**config.mk**
```make
export PLATFORM = sky130hd
export DESIGN_NAME = stopwatch_ctrl
export DESIGN_NICKNAME = d
export VERILOG_FILES = /design/src/rtl/stopwatch_ctrl.sv
export SDC_FILE = /design/constraint.sdc
export NUM_CORES = 1
export LEC_CHECK = 0
export ABC_AREA = 0
export CAP_MARGIN = 20
export CELL_PAD_IN_SITES_DETAIL_PLACEMENT = 1
export CELL_PAD_IN_SITES_GLOBAL_PLACEMENT = 1
export CORE_MARGIN = 2
export CORE_UTILIZATION = 52
export DETAILED_ROUTE_END_ITERATION = 10
export PLACE_DENSITY_LB_ADDON = 0.1
export RECOVER_POWER = 25
export REMOVE_ABC_BUFFERS = 1
export SETUP_SLACK_MARGIN = 0.3
export SYNTH_ARGS = -nofsm -noshare
export SYNTH_HDL_FRONTEND = slang
export SYNTH_SLANG_ARGS = --single-unit
```
**constraint.sdc**
```tcl
create_clock -name clk -period 3.7 [get_ports clk]
set_input_delay 0.555 -clock clk [delete_from_list [all_inputs] [get_ports clk]]
set_output_delay 0.555 -clock clk [all_outputs]
set_load 0.02 [all_outputs]
```
**src/rtl/stopwatch_ctrl.sv**
```systemverilog
// stopwatch_ctrl: button conditioning plus run/pause/lap control for the
// seconds stopwatch; emits the 1 s tick, counter clear and lap display hold.

`timescale 1ns/1ps

module stopwatch_btn #(
    parameter int DEB_CYCLES = 200000,
    parameter int DEB_W      = 18
) (
    input  logic clk,
    input  logic rst_n,
    input  logic i_btn_n,
    output logic o_press
);

    localparam logic [DEB_W-1:0] L_LAST = DEB_W'(DEB_CYCLES - 1);

    logic             r_meta;
    logic             r_sync;
    logic             r_deb;
    logic             r_press;
    logic [DEB_W-1:0] r_cnt;
    logic             w_diff;
    logic             w_take;

    assign w_diff = r_sync ^ r_deb;
    assign w_take = w_diff && (r_cnt == L_LAST);

    // synchronise, debounce, and pulse on the released->pressed change
    always_ff @(posedge clk or negedge rst_n) begin
        if (!rst_n) begin
            r_meta  <= 1'b1;
            r_sync  <= 1'b1;
            r_deb   <= 1'b1;
            r_cnt   <= '0;
            r_press <= 1'b0;
        end else begin
            r_meta  <= i_btn_n;
            r_sync  <= r_meta;
            r_press <= w_take && r_deb;
            if (!w_diff) begin
                r_cnt <= '0;
            end else if (w_take) begin
                r_deb <= r_sync;
                r_cnt <= '0;
            end else begin
                r_cnt <= r_cnt + 1'b1;
            end
        end
    end

    assign o_press = r_press;

endmodule

module stopwatch_ctrl #(
    parameter int TICK_DIV   = 10000000,
    parameter int DIV_W      = 24,
    parameter int DEB_CYCLES = 200000,
    parameter int DEB_W      = 18
) (
    input  logic       clk,
    input  logic       reset,
    input  logic       btn_start_stop,
    input  logic       btn_lap,
    output logic       count_enable,
    output logic       cnt_clear,
    output logic       display_hold,
    output logic       running,
    output logic [1:0] state
);

    typedef enum logic [1:0] {
        S_IDLE  = 2'd0,
        S_RUN   = 2'd1,
        S_PAUSE = 2'd2,
        S_LAP   = 2'd3
    } state_t;

    localparam logic [DIV_W-1:0] L_RELOAD = DIV_W'(TICK_DIV - 1);

    state_t           r_state;
    logic [DIV_W-1:0] r_pre;
    logic             r_ce;
    logic             r_clr;
    logic             r_hold;
    logic             r_run;

    state_t           w_state_nxt;
    logic [DIV_W-1:0] w_pre_nxt;
    logic             w_ce_nxt;
    logic             w_clr_nxt;
    logic             w_hold_nxt;
    logic             w_run_nxt;
    logic             w_active;
    logic             w_ev_ss;
    logic             w_ev_lap;

    stopwatch_btn #(
        .DEB_CYCLES (DEB_CYCLES),
        .DEB_W      (DEB_W)
    ) u_btn_ss (
        .clk     (clk),
        .rst_n   (reset),
        .i_btn_n (btn_start_stop),
        .o_press (w_ev_ss)
    );

    stopwatch_btn #(
        .DEB_CYCLES (DEB_CYCLES),
        .DEB_W      (DEB_W)
    ) u_btn_lap (
        .clk     (clk),
        .rst_n   (reset),
        .i_btn_n (btn_lap),
        .o_press (w_ev_lap)
    );

    assign w_active = (r_state == S_RUN) || (r_state == S_LAP);

    // next state, lap hold and clear; start/stop beats a same-cycle lap
    always_comb begin
        w_state_nxt = r_state;
        w_hold_nxt  = r_hold;
        w_clr_nxt   = 1'b0;
        case (r_state)
            S_IDLE: begin
                if (w_ev_ss) begin
                    w_state_nxt = S_RUN;
                end
            end
            S_RUN: begin
                if (w_ev_ss) begin
                    w_state_nxt = S_PAUSE;
                end else if (w_ev_lap) begin
                    w_state_nxt = S_LAP;
                    w_hold_nxt  = 1'b1;
                end
            end
            S_LAP: begin
                if (w_ev_ss) begin
                    w_state_nxt = S_PAUSE;
                end else if (w_ev_lap) begin
                    w_state_nxt = S_RUN;
                    w_hold_nxt  = 1'b0;
                end
            end
            S_PAUSE: begin
                if (w_ev_ss) begin
                    w_state_nxt = r_hold ? S_LAP : S_RUN;
                end else if (w_ev_lap) begin
                    w_state_nxt = S_IDLE;
                    w_hold_nxt  = 1'b0;
                    w_clr_nxt   = 1'b1;
                end
            end
            default: begin
                w_state_nxt = S_IDLE;
            end
        endcase
    end

    // prescaler runs off the current state; phase is kept while stopped
    always_comb begin
        w_pre_nxt = r_pre;
        w_ce_nxt  = 1'b0;
        if (w_active) begin
            if (r_pre == '0) begin
                w_pre_nxt = L_RELOAD;
                w_ce_nxt  = 1'b1;
            end else begin
                w_pre_nxt = r_pre - 1'b1;
            end
        end else if (w_clr_nxt) begin
            w_pre_nxt = L_RELOAD;
        end
        w_run_nxt = (w_state_nxt == S_RUN) || (w_state_nxt == S_LAP);
    end

    // register state, prescaler and all outputs
    always_ff @(posedge clk or negedge reset) begin
        if (!reset) begin
            r_state <= S_IDLE;
            r_pre   <= L_RELOAD;
            r_ce    <= 1'b0;
            r_clr   <= 1'b0;
            r_hold  <= 1'b0;
            r_run   <= 1'b0;
        end else begin
            r_state <= w_state_nxt;
            r_pre   <= w_pre_nxt;
            r_ce    <= w_ce_nxt;
            r_clr   <= w_clr_nxt;
            r_hold  <= w_hold_nxt;
            r_run   <= w_run_nxt;
        end
    end

    assign count_enable = r_ce;
    assign cnt_clear    = r_clr;
    assign display_hold = r_hold;
    assign running      = r_run;
    assign state        = r_state;

endmodule

```
==> results of run 1 <==
## cell type report
type	count	area share
flip-flops and latches	73	0.461
multi-input cells	282	0.433
clock buffers	12	0.0386
well taps	96	0.0299
repair buffers	9	0.0212
clock inverters	4	0.0128
inverters	4	0.00374
## layer usage
layer / part of all wire / routed length (µm) / up-vias
li1: - / - / 1293
met1: 0.46 / 3520 / 1321
met2: 0.50 / 3830 / 24
met3: 0.020 / 151 / 12
met4: 0.013 / 97 / 0
met5: 0 / 0 / -
## where the power goes
part / switching, mW / total, mW / internal (mW)
combinational: 0.0269 / 0.0349 / 0.00801
sequential: 0.00741 / 0.815 / 0.808
clock: 0.301 / 0.650 / 0.349
total: 0.336 / 1.50 / 1.16
## cells by family after synthesis
family / after synthesis / share of synthesized area
AND/OR/NAND/NOR: 190 / 0.274
flip-flops: 73 / 0.503
XOR/XNOR: 52 / 0.124
AO/OA/AOI/OAI: 34 / 0.0547
buffers and inverters: 20 / 0.0255
adder cells (fa/ha/maj): 4 / 0.0136
multiplexers: 2 / 0.00611
## cell usage in the layout (no fill, tap or decap), types with 2 or more instances in the layout
| cell type | n |
|---|---|
| and4_1 | 5 |
| or3b_2 | 2 |
| nor2_1 | 60 |
| nor4_1 | 9 |
| o21ai_0 | 11 |
| or4_4 | 2 |
| nand2b_1 | 2 |
| or2_2 | 2 |
| mux2_2 | 2 |
| dlygate4sd3_1 | 2 |
| nor4_2 | 2 |
| dfrtp_1 | 53 |
| and3_1 | 7 |
| o21ai_1 | 2 |
| and2_1 | 6 |
| nand4_1 | 8 |
| clkbuf_8 | 11 |
| nand2_1 | 28 |
| clkdlybuf4s50_1 | 6 |
| or3_1 | 2 |
| xnor2_1 | 22 |
| xor2_1 | 30 |
| ha_1 | 4 |
| a21oi_1 | 13 |
| nor3b_1 | 3 |
| nor3_1 | 15 |
| a31oi_1 | 2 |
| nor2b_1 | 3 |
| inv_1 | 4 |
| nand4b_1 | 3 |
| dfstp_2 | 20 |
| nand3_1 | 21 |
## synthesized netlist by cell type, types with 2 or more instances
| cell | n | area (µm²) |
|---|---|---|
| nor2_1 | 60 | 225 |
| dfrtp_1 | 53 | 1330 |
| xor2_1 | 30 | 263 |
| nand2_1 | 28 | 105 |
| xnor2_1 | 22 | 193 |
| nand3_1 | 21 | 105 |
| dfstp_2 | 20 | 526 |
| nor3_1 | 15 | 75.1 |
| a21oi_1 | 13 | 65.1 |
| o21ai_0 | 11 | 55.1 |
| nor4_1 | 9 | 56.3 |
| clkbuf_1 | 8 | 30.0 |
| nand4_1 | 8 | 50.1 |
| and3_1 | 7 | 43.8 |
| and2_1 | 6 | 37.5 |
| and4_1 | 5 | 43.8 |
| buf_2 | 5 | 25.0 |
| ha_1 | 4 | 50.1 |
| inv_1 | 4 | 15.0 |
| nand4b_1 | 3 | 26.3 |
| nor2b_1 | 3 | 18.8 |
| nor3b_1 | 3 | 22.5 |
| a31oi_1 | 2 | 12.5 |
| mux2_2 | 2 | 22.5 |
| nand2b_1 | 2 | 12.5 |
| nor4_2 | 2 | 25.0 |
| o21ai_1 | 2 | 10.0 |
| or2_2 | 2 | 12.5 |
| or3_1 | 2 | 12.5 |
| or3b_2 | 2 | 17.5 |
| or4_4 | 2 | 22.5 |
## worst min path at each step
stage	start	cells past startpoint	endpoint	slack, ns
2_1_floorplan	reset	0	cnt_clear$_DFF_PN0_	0.26
3_3_place_gp	u_btn_ss.r_meta$_DFF_PN1_	0	u_btn_ss.r_sync$_DFF_PN1_	0.35
3_5_place_dp	u_btn_ss.r_meta$_DFF_PN1_	0	u_btn_ss.r_sync$_DFF_PN1_	0.35
4_1_cts	reset	1	count_enable$_DFF_PN0_	0.35
5_1_grt	u_btn_lap.r_meta$_DFF_PN1_	0	u_btn_lap.r_sync$_DFF_PN1_	0.37
6_report	u_btn_lap.r_meta$_DFF_PN1_	0	u_btn_lap.r_sync$_DFF_PN1_	0.36
==> impl_metrics.yaml, run 1 <==
timing:
  whs_ns: 0.365
  hold_viol: 0
  tns_ns: 0
  setup_ws_ns: 1.35
  finalCritPeriodShare: 0.634
  drv_slew: 74
  fmax_mhz: 426
  fin_skew_ns: 0.0104
  rsz0062_at_grt: "no"
  fin_crit_ns: 2.35
  finalSetupViolCount: 0
  relSlewSlack: -0.155
  tightest_slew_ns: 1.73
synthesis:
  synth_edf_count: 0
  synth-main-ff-cell: "dfrtp_1"
  yosysUniqueCellTypes: 50
  netlist_instances: 375
  synth_warnings: 0
  ys_seq_area_frac: 0.503
  synth_area_um2: 3680
  async_reset_ff_frac: 1.00
  syn_avg_cell_area_um2: 9.83
  synth_seq_cells: 73
floorplanning:
  fp.dieH_um: 88.2
  ios: 10
  die_area_um2: 7780
  num_rows: 30
  core-area_um2: 6830
  initial_core_util: 0.539
  die_w_um: 88.2
worst_setup_path:
  cp.buffers_inverters: 1
  r2r-end: "r_pre[2]$_DFFE_PN1P_"
  critPathCaptureType: "primary output"
  crit_family: "flip-flops"
  critPathCapture: "state[0]"
  slowest_stage: "dfrtp_1"
  path_class: "reg2out"
  ff2ff_path_depth: 7
  r2r_slack_ns: 1.55
  cp.required_ns: 3.14
  path_depth: 1
  reg2reg_from: "r_pre[0]$_DFFE_PN1P_"
  critPathLaunchType: "flip-flop"
  cp.arrival_ns: 1.79
  cpPeakStageDelay_ns: 0.73
  path_cells: "clkdlybuf4s50_1"
  cp_max_fo: 19
  crit_path_start: "running$_DFF_PN0_"
place:
  pre_cts_slack_ns: 1.55
  io_buffers: 9
  place_congestion: 0.765
  place_inst: 464
  dp_hpwl_mm: 5.18
  dpl_cell_area_um2: 3810
clock_tree:
  cts_buffers: 9
  post_cts_buffers: 0
  cts-root-buf: "clkbuf_8"
  cts_hold_buf: 0
  cts_tree: "done"
  h-tree-depth: 3
  cts_buffer_depth: 2
  cts-resized-gates: 0
  cts_sinks: 73
  clk_latency_ns: 0.35
  cts.clk_slew.worst_paths_ns: 0.08
final_layout:
  area_growth_pct: 9.03
  fill_cells: 783
  finalNonFillerCells: 480
  utilization: 0.588
  fin_area_um2: 4020
  num_antenna_cells: 0
  regMostFlops: "r_pre"
  drive_gt1_frac: 0.133
  ff_latch_area_um2: 1850
  largest_reg_flops: 24
  top_regs: "r_pre: 24 flops, u_btn_lap.r_cnt: 18 flops, u_btn_ss.r_cnt: 18 flops"
  fin_nets: 387
  multiInputGateArea_um2: 1740
grt:
  grt_pass1_wl_mm: 13.4
  grtUsageTotal: 0.224
  use_met3: 0.0650
  use_met1: 0.291
  first_global_vias: 2792
  top_usage_layer: "met2"
  overflow: 0
  met2_usage: 0.373
  grt_max_degree: 74
  antenna_found_initial: 0
drt:
  routed-via-count: 2650
  first_iter_violations: 99
  drc_errors: 0
  via_per_inst: 5.52
  ant_nets: 0
  wirelength_mm: 7.60
  dr.pass1.iters: 4
  wl_per_cell_um: 15.8
hold_path:
  hp-class: "reg2reg"
power_and_ir_drop:
  ir_worst_vdd_mv: 0.250
  power_mw: 1.50
  leakage_nw: 1.75
  p_per_area_nw_per_um2: 373
run_status:
  violations: "capacitance limit, slew limit"
  status: "finished with violations"
run:
  cap_violations: 1
Note: power is estimated with default switching activity, not from simulation.
==> run 2, diff against run 1 <==
CORE_UTILIZATION = 48   (was 52)
clock period = 2.39 ns   (was 3.7 ns; I/O delays follow)
==> run 2 against run 1 <==
  * The flow still finishes with violations (capacitance limit, slew limit)
  * Sequential power is 55% higher
  * Non-clock buffer count is 7 higher
  * Design area increased by 1.8%
  * Sequential share of layout area decreased by 0.82 points
  * Final cell count up 2.1%
  * Worst setup slack worse by 0.92 ns
  * Core utilization fell by 3.0 points
  * Combinational power rose by 70%
  * Sequential cell count is the same
  * Global-route usage shrank 2.2 points
  * Via count increased by 2.2%
  * Critical path type is now reg2reg
  * Critical endpoint is now r_pre[21]$_DFFE_PN0P_
  * Largest power group unchanged
==> impl_metrics.yaml, run 2 (synthesized netlist as in run 1, its figures left out) <==
power_and_ir_drop:
  leakage_nw: 1.78
  ir_worst_vdd_mv: 0.314
  p_per_area_nw_per_um2: 558
  power_mw: 2.28
grt:
  grt_pass1_wl_mm: 13.5
  grtUsageTotal: 0.202
  antenna_found_initial: 0
  overflow: 0
  grt_max_degree: 74
  first_global_vias: 2860
floorplanning:
  ios: 10
  initial_core_util: 0.503
  die_w_um: 91.6
  fp.dieH_um: 91.6
  die_area_um2: 8390
  core-area_um2: 7330
  num_rows: 31
clock_tree:
  cts.clk_slew.worst_paths_ns: 0.08
  cts_buffers: 9
  cts_sinks: 73
  cts_buffer_depth: 2
  cts_tree: "done"
  h-tree-depth: 3
  cts-root-buf: "clkbuf_8"
  clk_latency_ns: 0.34
place:
  io_buffers: 9
  pre_cts_slack_ns: 0.250
  dp_hpwl_mm: 5.39
  place_congestion: 0.724
timing:
  fin_skew_ns: 0.0111
  fin_crit_ns: 1.96
  tightest_slew_ns: 1.79
  hold_viol: 0
  rsz0062_at_grt: "no"
  fmax_mhz: 511
  finalSetupViolCount: 0
  finalCritPeriodShare: 0.820
  setup_ws_ns: 0.431
  drv_slew: 74
  tns_ns: 0
  relSlewSlack: -0.190
final_layout:
  layout_common_cells: "nor2_1 (60), dfrtp_1 (53), xor2_1 (30)"
  top_regs: "r_pre: 24 flops, u_btn_lap.r_cnt: 18 flops, u_btn_ss.r_cnt: 18 flops"
  fin_nets: 394
  drive_gt1_frac: 0.159
  regMostFlops: "r_pre"
  area_growth_pct: 11.0
  num_antenna_cells: 0
  largest_reg_flops: 24
  layout.cells.most_common: "nor2_1"
drt:
  wl_per_cell_um: 16.0
  drc_errors: 0
  dr.pass1.iters: 4
  routed-via-count: 2707
  via_per_inst: 5.52
  wirelength_mm: 7.83
  ant_nets: 0
  first_iter_violations: 70
worst_setup_path:
  cp.arrival_ns: 2.20
  critPathCaptureType: "flip-flop"
  cp.required_ns: 2.63
  critPathLaunchType: "flip-flop"
  cp_max_fo: 5
  path_class: "reg2reg"
run_status:
  violations: "capacitance limit, slew limit"
  status: "finished with violations"
run:
  cap_violations: 1
hold_path:
  hp-class: "reg2reg"
==> run 2: what timing repair did <==
item | CTS | global route
hold buffers | 0 | 0
buffers inserted | 0 | 2
pin swaps | 0 | 1
setup endpoints to repair | 11 | 18
resized for setup | 2 | 3
==> run 2: path summary, 6_finish.rpt <==
kind / slack, ns / start / endpoint / cells past startpoint
setup / recovery: 0.43 / r_pre[18]$_DFFE_PN0P_ / r_pre[21]$_DFFE_PN0P_ / 5
hold / removal: 0.36 / u_btn_lap.r_meta$_DFF_PN1_ / u_btn_lap.r_sync$_DFF_PN1_ / 0
setup reg to reg: 0.43 / r_pre[18]$_DFFE_PN0P_ / r_pre[21]$_DFFE_PN0P_ / 5
hold reg to reg: 0.36 / u_btn_lap.r_meta$_DFF_PN1_ / u_btn_lap.r_sync$_DFF_PN1_ / 0
max in group asynchronous: 0.73 / reset / u_btn_ss.r_cnt[11]$_DFF_PN0_ / 2
min in group asynchronous: 0.59 / reset / count_enable$_DFF_PN0_ / 2
==> run 2: cell type report <==
class,count,area [µm²]
flip-flops and latches,73,1850
multi-input cells,282,1770
well taps,99,124
clock buffers,9,124
inverters,4,15.0
clock inverters,7,71.3
repair buffers,16,138
fillers,808,3240
==> run 2: stage by stage <==
| step | hold WS [ns] | util | instances | cell area, µm² |
|---|---|---|---|---|
| finish | 0.359 | 0.558 | 490 | 4090 |
| global route | 0.362 | 0.558 | 490 | 4090 |
| CTS | 0.0324 | 0.555 | 488 | 4070 |
| detailed placement | 0.350 | 0.528 | 472 | 3870 |
| global placement | 0.348 | 0.528 | 472 | 3870 |
| floorplan | 0.0629 | - | 359 | 3610 |
==> run 2: critical path: stages, from the launching register on <==
cell and delay, ns:
dfrtp_1 0.42, or4_4 0.59, nor3_2 0.21, and4_1 0.32
a21oi_1 0.14, and2_1 0.18
==> run 2: power breakdown <==
group	total [mW]	internal, mW	switching, mW
registers	1.26	1.25	0.0119
logic	0.0592	0.0160	0.0432
clock network	0.960	0.480	0.480
total	2.28	1.75	0.535
==> run 2: per-layer routing <==
metal / up-vias / GRT usage / wire [µm]
met5: - / 0 / 0
met4: 0 / 0.0682 / 88
met3: 9 / 0.0296 / 120
met2: 21 / 0.354 / 4010
met1: 1366 / 0.256 / 3610
li1: 1311 / - / -
==> run 3, diff against run 2 <==
CORE_UTILIZATION = 44   (was 48)
clock period = 1.8 ns   (was 2.39 ns; I/O delays follow)
==> run 3 against run 2 <==
  * The flow finishes with violations (setup timing)
  * Via count rose by 21%
  * Clock power rose by 56%
  * First-iteration DRC count rose to 2.5 times the previous value
  * Die area rose by 8.7%
  * Hold slack improved by 0.0033 ns
  * Final cell count rose by 17%
  * Sequential share of layout area fell by 11 points
  * Clock skew fell by 0.00070 ns
==> impl_metrics.yaml, run 3 (synthesized netlist as in run 1, its figures left out) <==
final_layout:
  fin_nets: 473
  finalNonFillerCells: 575
  fin_area_um2: 5390
  drive_gt1_frac: 0.474
  top_regs: "r_pre: 24 flops, u_btn_lap.r_cnt: 18 flops, u_btn_ss.r_cnt: 18 flops"
  regMostFlops: "r_pre"
  num_antenna_cells: 0
  area_growth_pct: 46.2
  largest_reg_flops: 24
  layout_common_cells: "buf_4 (70), dfrtp_1 (47), nor2_4 (34)"
  layout.cells.most_common: "buf_4"
worst_setup_path:
  slowest_stage: "or4_4"
  cpPeakStageDelay_ns: 0.54
  path_class: "reg2reg"
  path_cells: "or4_4 -> nand4b_4 -> o31ai_4 -> buf_6 -> o31ai_2 -> o21ai_1"
  cp_max_fo: 4
  cp.required_ns: 2.10
  cp.arrival_ns: 2.16
  r2r_slack_ns: -0.06
  ff2ff_path_depth: 6
  reg2reg_from: "r_pre[18]$_DFFE_PN0P_"
  r2r-end: "r_pre[20]$_DFFE_PN1P_"
  cp.buffers_inverters: 1
  critPathCaptureType: "flip-flop"
  crit_family: "simple AND/OR/NAND/NOR gates"
  critPathLaunchType: "flip-flop"
drt:
  drc_errors: 0
  first_iter_violations: 178
  routed-via-count: 3265
  wirelength_mm: 12.4
  wl_per_cell_um: 21.6
  ant_nets: 0
  via_per_inst: 5.68
  dr.pass1.iters: 4
clock_tree:
  h-tree-depth: 3
  cts_sinks: 73
  cts_tree: "done"
  clk_latency_ns: 0.37
  cts-root-buf: "clkbuf_8"
  cts.clk_slew.worst_paths_ns: 0.08
  cts_buffers: 9
  cts_buffer_depth: 2
floorplanning:
  fp.dieH_um: 95.5
  ios: 10
  die_w_um: 95.5
  num_rows: 33
  core-area_um2: 8180
  die_area_um2: 9120
  initial_core_util: 0.451
run:
  cap_violations: 0
grt:
  overflow: 0
  antenna_found_initial: 0
  first_global_vias: 3260
  grt_max_degree: 46
  grtUsageTotal: 0.238
  grt_pass1_wl_mm: 16.4
power_and_ir_drop:
  power_mw: 3.38
  switching_power_uw: 808
  p_per_area_nw_per_um2: 627
  comb_power_share: 0.063
  switching_share: 0.239
  ir_worst_vdd_mv: 0.953
  seqPwrFrac: 0.495
  internal-power_mw: 2.57
  power_frac_clock: 0.443
  leakage_nw: 2.35
place:
  dp_hpwl_mm: 5.92
  place_inst: 518
  place_congestion: 0.833
  io_buffers: 9
  dpl_cell_area_um2: 4200
timing:
  tightest_slew_ns: 0.825
  tns_ns: -0.285
  fin_crit_ns: 1.86
  hold_viol: 0
  rsz0062_at_grt: "yes"
  drv_slew: 0
  finalSetupViolCount: 11
  finalCritPeriodShare: 1.04
  whs_ns: 0.362
  setup_ws_ns: -0.0649
  fmax_mhz: 536
  fin_skew_ns: 0.0104
  relSlewSlack: 0.450
run_status:
  violations: "setup timing"
  status: "finished with violations"
hold_path:
  min_from: "u_btn_ss.r_meta$_DFF_PN1_"
  whs_endpoint: "u_btn_ss.r_sync$_DFF_PN1_"
  whs_path_depth: 0
  hp-class: "reg2reg"
[run 3: timing repair]
action                                  in CTS  in global routing
setup buffers                               22                 13
pin swaps                                   26                 27
endpoints found under the setup margin      69                 63
gates cloned                                 3                  2
hold buffers                                 1                  0
endpoints found under the hold margin       19                  0
gates resized for setup                     93                 69
[run 3: worst max-delay path by stage]
stage / start / end / slack (ns) / depth (start not counted)
finish: r_pre[18]$_DFFE_PN0P_ / r_pre[20]$_DFFE_PN1P_ / -0.06 / 6
floorplan: r_pre[18]$_DFFE_PN0P_ / r_pre[20]$_DFFE_PN1P_ / -0.08 / 5
global placement: r_pre[0]$_DFFE_PN1P_ / r_pre[2]$_DFFE_PN1P_ / -0.14 / 7
global route: r_pre[18]$_DFFE_PN0P_ / r_pre[20]$_DFFE_PN1P_ / -0.13 / 6
CTS: r_pre[19]$_DFFE_PN1P_ / r_pre[20]$_DFFE_PN1P_ / -0.02 / 6
detailed placement: r_pre[0]$_DFFE_PN1P_ / r_pre[1]$_DFFE_PN1P_ / -0.24 / 7
[run 3: per-layer routing]
| metal | track usage | share of wire |
|---|---|---|
| met4 | 0.0810 | 0.024 |
| met2 | 0.414 | 0.53 |
| met3 | 0.0443 | 0.026 |
| met5 | 0 | 0 |
| met1 | 0.296 | 0.42 |
[run 3: power by group through the flow]
stage | registers, mW | clock network, mW | logic (mW)
floorplan | 1.70 | 0 | 0.0291
global placement | 1.71 | 0 | 0.0943
detailed placement | 1.71 | 0 | 0.0959
CTS | 1.67 | 1.47 | 0.162
global route | 1.67 | 1.58 | 0.228
finish | 1.67 | 1.50 | 0.212
[run 3: layout make-up]
class,count,area [µm²]
Inverter,4,15.0
Tap cell,105,131
Multi-Input combinational cell,283,2310
Clock inverter,3,65.1
Sequential cell,73,1860
Clock buffer,13,149
Fill cell,833,2790
Timing Repair Buffer,94,862
[run 3: through the flow]
stage / util / setup slack, ns
6_report: 0.659 / -0.0649
5_1_grt: 0.659 / -0.128
4_1_cts: 0.602 / -0.0154
3_5_place_dp: 0.514 / -0.244
3_3_place_gp: 0.514 / -0.142
2_1_floorplan: - / -0.0769
